<file path="config.mk">
export PLATFORM = sky130hd
export DESIGN_NAME = seq_mul_ct
export DESIGN_NICKNAME = d
export VERILOG_FILES = /design/src/rtl/seq_mul_ct.sv
export SDC_FILE = /design/constraint.sdc
export NUM_CORES = 1
export LEC_CHECK = 0
export ABC_AREA = 1
export ABC_CLOCK_PERIOD_IN_PS = 2800
export BUFFER_PORTS_ARGS = -buffer_cell sky130_fd_sc_hd__buf_2
export CAP_MARGIN = 15
export CORE_MARGIN = 2
export CORE_UTILIZATION = 58
export CTS_CLUSTER_SIZE = 8
export DETAILED_ROUTE_END_ITERATION = 6
export GPL_TIMING_DRIVEN = 0
export PLACE_DENSITY = 0.79
export REMOVE_ABC_BUFFERS = 1
export SLEW_MARGIN = 20
export SYNTH_ARGS = -nofsm -noshare
export SYNTH_HDL_FRONTEND = slang
export SYNTH_SLANG_ARGS = --single-unit
</file>
<file path="constraint.sdc">
create_clock -name clk -period 2.8 [get_ports clk]
set_clock_uncertainty 0.05 [all_clocks]
set_input_delay 0.28 -clock clk [delete_from_list [all_inputs] [get_ports clk]]
set_output_delay 0.28 -clock clk [all_outputs]
set_load 0.01 [all_outputs]
</file>
<file path="src/rtl/seq_mul_ct.sv">
// seq_mul_ct: sequential shift-and-add multiplier with constant-time or early-exit iteration
module seq_mul_ct #(
   parameter int WIDTH = 4,
   parameter bit CONST_TIME = 1
) (
   input  logic               clk,
   input  logic               rst,
   input  logic               in_valid,
   output logic               in_ready,
   input  logic [WIDTH-1:0]   a,
   input  logic [WIDTH-1:0]   b,
   input  logic               signed_mode,
   output logic [2*WIDTH-1:0] o,
   output logic               out_valid,
   input  logic               out_ready
);
   localparam int DW = 2 * WIDTH;
   localparam int CW = $clog2(WIDTH) + 1;
   localparam logic [CW-1:0] LAST = CW'(WIDTH - 1);
   typedef enum logic [1:0] {IDLE, BUSY, DONE} state_t;
   state_t state, state_nx;
   logic [WIDTH-1:0] a_mag, b_mag;
   logic neg, last;
   logic [DW-1:0] acc, acc_nx;
   logic [CW-1:0] cnt;
   assign in_ready = (state == IDLE) && !rst;
   assign out_valid = state == DONE;
   // state register
   always_ff @(posedge clk)
      state <= rst ? IDLE : state_nx;
   // next state, this cycle's partial sum and the exit decision
   always_comb begin
      acc_nx = acc + (b_mag[0] ? (DW'(a_mag) << cnt) : '0);
      last = (cnt == LAST) || (!CONST_TIME && (b_mag[WIDTH-1:1] == '0 || a_mag == '0));
      state_nx = state;
      if (state == IDLE && in_valid) state_nx = BUSY;
      else if (state == BUSY && last) state_nx = DONE;
      else if (state == DONE && out_ready) state_nx = IDLE;
   end
   // operand capture, one multiplier bit per busy cycle, sign fix-up on exit
   always_ff @(posedge clk) begin
      if (rst) begin
         o <= '0;
         acc <= '0;
         cnt <= '0;
         a_mag <= '0;
         b_mag <= '0;
         neg <= 1'b0;
      end else if (in_valid && in_ready) begin
         a_mag <= (signed_mode && a[WIDTH-1]) ? -a : a;
         b_mag <= (signed_mode && b[WIDTH-1]) ? -b : b;
         neg <= signed_mode && (a[WIDTH-1] ^ b[WIDTH-1]);
         acc <= '0;
         cnt <= '0;
      end else if (state == BUSY) begin
         acc <= acc_nx;
         b_mag <= b_mag >> 1;
         cnt <= cnt + CW'(1);
         if (last) o <= neg ? -acc_nx : acc_nx;
      end
   end
endmodule

</file>
==> impl_metrics.csv <==
group,metric,value,unit
power,maximum_ir_drop_on_the_vdd_rail,247,µV
cts,clock_tree_from_tritoncts,"yes",
layout,final_net_count,352,
yosys,synth-seq-cells,30,
detailed_routing,post-route-drc-count,0,
power,p_leak,1.12,nW
placement,area_after_detailed_placement,2120,µm²
floorplanning,ios,23,
cts,cts_root_buffer,"sky130_fd_sc_hd__clkbuf_4",
timing,max_slew.worst_pin.slew,760,ps
power,power.sequential.fraction,50.3,%
timing,finalHoldWorstSlack,147,ps
cts,cts-htree-levels,2,
yosys,postSynthCellCount,303,
min_path,holdPathStages,3,
timing,final.min_clock_period,2490,ps
layout,n_antenna_cell,0,
global_route,track_usage,24.7,%
critical_path,critical_path.max_fanout,6,
critical_path,ff2ff_setup_slack,310,ps
detailed_routing,vias,1889,
floorplanning,die_x,62.5,µm
global_route,grt_remaining_overflow,0,
critical_path,critPathKind,"reg -> reg",
yosys,synth_warnings,0,
detailed_routing,drt_pre_antenna_iters,4,
timing,final.setup.worst_slack,312,ps
timing,max_freq,0.402,GHz
placement,gp_congestion,0.843,
placement,placement.io_buffers,22,
min_path,holdCritStartpoint,"a[2]",
flow_run,drv.max_cap_violation_count,0,
global_route,grt_pass1_vias,1803,
floorplanning,die_height,62.5,µm
yosys,synthTopCellsByArea,"sky130_fd_sc_hd__dfxtp_1, sky130_fd_sc_hd__nand2_1, sky130_fd_sc_hd__inv_1, sky130_fd_sc_hd__ha_1, sky130_fd_sc_hd__o21ai_0",
timing,period_utilisation_layout,88.9,%
cts,cts.clk_slew.worst_paths,100,ps
yosys,mappedNetlistArea,1990,µm²
power,p_clk_share,30.5,%
yosys,yosys.area.top_type,"sky130_fd_sc_hd__dfxtp_1",
floorplanning,starting_density_of_the_core,60.0,%
timing,timing.max_slew.rel_slack,49.1,%
yosys,synth_largest_type_area_fraction,30.2,%
detailed_routing,average_wire_length_per_cell_after_detail_routing,11.1,µm
power,p_comb_share,19.3,%
power,pwr_density_cell,418,nW/µm²
layout,drive_above_1_share,17.4,%
timing,finalMaxSlewViolations,0,
global_route,first_pass_grt_wire_length,7.77,mm
critical_path,r2r_end,"o[7]",
timing,final_layout_setup_total_negative_slack,0,ps
critical_path,crit-reg2reg-launch,"b_mag[0]",
yosys,synth.lib_cells_used.distinct,36,
layout,final_area,2200,µm²
layout,post-route-util,66.4,%
cts,clk-insertion-delay-late,340,ps
placement,dpl_worst_slack,241,ps
yosys,register_area_share_after_synthesis,30.2,%
timing,setup_viol,0,
global_route,grt_start_max_net_pins,18,
detailed_routing,vias_per_cell,5.06,
detailed_routing,first_iter_violations,91,
power,power.switching_fraction,31.6,%
critical_path,setup.worst_path.end_class,"flip-flop",
floorplanning,die_area,3910,µm²
critical_path,worstPathRequired,3000,ps
timing,report.final.hold_viol_count,0,
yosys,yosys.cell_count.top_type,"sky130_fd_sc_hd__nand2_1",
yosys,synth-edff-count,0,
cts,cts.sink_count,30,
yosys,ys_top_cells_by_count,"sky130_fd_sc_hd__nand2_1, sky130_fd_sc_hd__inv_1, sky130_fd_sc_hd__dfxtp_1",
floorplanning,core_region_area,3310,µm²
critical_path,cp.arrival,2690,ps
critical_path,worstSetupStartpoint,"b_mag[0]",
power,internal_power,0.000629,W
detailed_routing,drt.antenna.violating_nets,0,
cts,cts-root-to-sink-buffers,2,
outcome,status,"completed",
placement,place.detailed.hpwl,3.25,mm
power,p_sw,0.000291,W
global_route,antenna_found_initial,0,
cts,cts_buffers,5,
yosys,asyncSetResetFlopFracSynth,0,%
critical_path,startpoint_type,"flip-flop",
critical_path,timing.reg2reg.worst_path_depth,16,
timing,grt_setup_unrepaired,"no",
layout,synthToLayoutAreaGrowth,10.7,%
min_path,whs_endpoint,"a_mag[2]",
min_path,hold_path_class,"in -> reg",
yosys,synth_area_per_cell,6.56,µm²
yosys,synthFlopType,"sky130_fd_sc_hd__dfxtp_1",
cts,cts.hold.buffers_added,0,
detailed_routing,wl_final,4.13,mm
floorplanning,placement_rows,21,
-- flip-flops by register name, indices dropped and copies added, names as in the netlist --
register,cells
b_mag,4
state,2
acc,8
a_mag,4
neg,1
cnt,3
o,8
-- repair_timing --
| item | CTS | global route |
|---|---|---|
| endpoints found under the setup margin | 0 | 2 |
| resized for setup | 0 | 9 |
| hold endpoints to repair | 0 | 0 |
| setup buffers | 0 | 0 |
-- worst max-delay path, cell delays in order (launching register included) --
cell,delay [ps]
sky130_fd_sc_hd__dfxtp_4,380
sky130_fd_sc_hd__inv_1,40
sky130_fd_sc_hd__nor2_1,100
sky130_fd_sc_hd__inv_2,80
sky130_fd_sc_hd__nor2_1,120
sky130_fd_sc_hd__ha_2,190
sky130_fd_sc_hd__inv_1,50
sky130_fd_sc_hd__fa_2,550
sky130_fd_sc_hd__nand2_1,70
sky130_fd_sc_hd__a21oi_2,130
sky130_fd_sc_hd__nand3_1,130
sky130_fd_sc_hd__nor2_4,120
sky130_fd_sc_hd__nand3_1,110
sky130_fd_sc_hd__nand3_1,100
sky130_fd_sc_hd__nand3_1,80
sky130_fd_sc_hd__nand2_1,70
sky130_fd_sc_hd__inv_1,40
-- metal layers --
| layer | up-vias | GRT usage, % | part of all wire (%) |
|---|---|---|---|
| met4 | 0 | 10.6 | 1.9 |
| li1 | 1021 | - | - |
| met5 | - | 0 | 0 |
| met3 | 8 | 3.42 | 2.5 |
| met2 | 28 | 42.3 | 49 |
| met1 | 832 | 31.1 | 46 |
-- cell usage in the layout (no fill, tap or decap), types with 4 or more instances in the layout --
| cell | synthesis | routed |
|---|---|---|
| sky130_fd_sc_hd__nand2_1 | 85 | 85 |
| sky130_fd_sc_hd__inv_1 | 47 | 45 |
| sky130_fd_sc_hd__dfxtp_1 | 30 | 27 |
| sky130_fd_sc_hd__nor2_1 | 23 | 22 |
| sky130_fd_sc_hd__buf_2 | 2 | 22 |
| sky130_fd_sc_hd__o21ai_0 | 21 | 21 |
| sky130_fd_sc_hd__a21oi_1 | 19 | 19 |
| sky130_fd_sc_hd__nand3_1 | 14 | 14 |
| sky130_fd_sc_hd__ha_1 | 12 | 11 |
| sky130_fd_sc_hd__inv_2 | 4 | 6 |
| sky130_fd_sc_hd__o211ai_1 | 6 | 6 |
| sky130_fd_sc_hd__nand2_2 | 5 | 5 |
| sky130_fd_sc_hd__clkbuf_4 | 0 | 5 |
| sky130_fd_sc_hd__a31oi_1 | 4 | 4 |
| sky130_fd_sc_hd__nand3_2 | 4 | 4 |
-- final cells by class --
cell class | count | area [µm²]
Inverter | 51 | 191
Fill cell | 318 | 1110
Clock inverter | 2 | 12.5
Tap cell | 46 | 57.6
Timing Repair Buffer | 22 | 110
Clock buffer | 6 | 51.3
Multi-Input combinational cell | 216 | 1170
Sequential cell | 30 | 607
-- power by group through the flow --
stage | Combinational, W | Sequential (W) | Clock, W
after floorplan | 0.000131 | 0.000468 | 0
after global placement | 0.000172 | 0.000472 | 0
after detailed placement | 0.000176 | 0.000472 | 0
after CTS | 0.000177 | 0.000462 | 0.000286
after global routing | 0.000207 | 0.000466 | 0.000305
final | 0.000177 | 0.000462 | 0.000280
-- stage by stage --
stage	cells	power, W
after floorplan	297	0.000599
after global placement	365	0.000644
after detailed placement	365	0.000648
after CTS	373	0.000925
after global routing	373	0.000978
final	373	0.000920
-- kinds of logic after synthesis --
family | Yosys count | share of synthesized area [%]
and+or+nand+nor | 142 | 31.9
buffers and inverters | 57 | 11.3
adders and majority gates | 13 | 8.56
DFF | 30 | 30.2
xor gates and xnor gates | 1 | 0.441
AOI/OAI and AO/OA | 59 | 17.1
muxes | 1 | 0.567
-- worst max-delay path by stage --
stage / to / depth (start not counted)
final: o[7] / 16
after global routing: o[6] / 17
after CTS: o[7] / 15
after detailed placement: o[7] / 15
after global placement: o[7] / 15
after floorplan: o[7] / 15
Note: power is estimated with default switching activity, not from simulation.
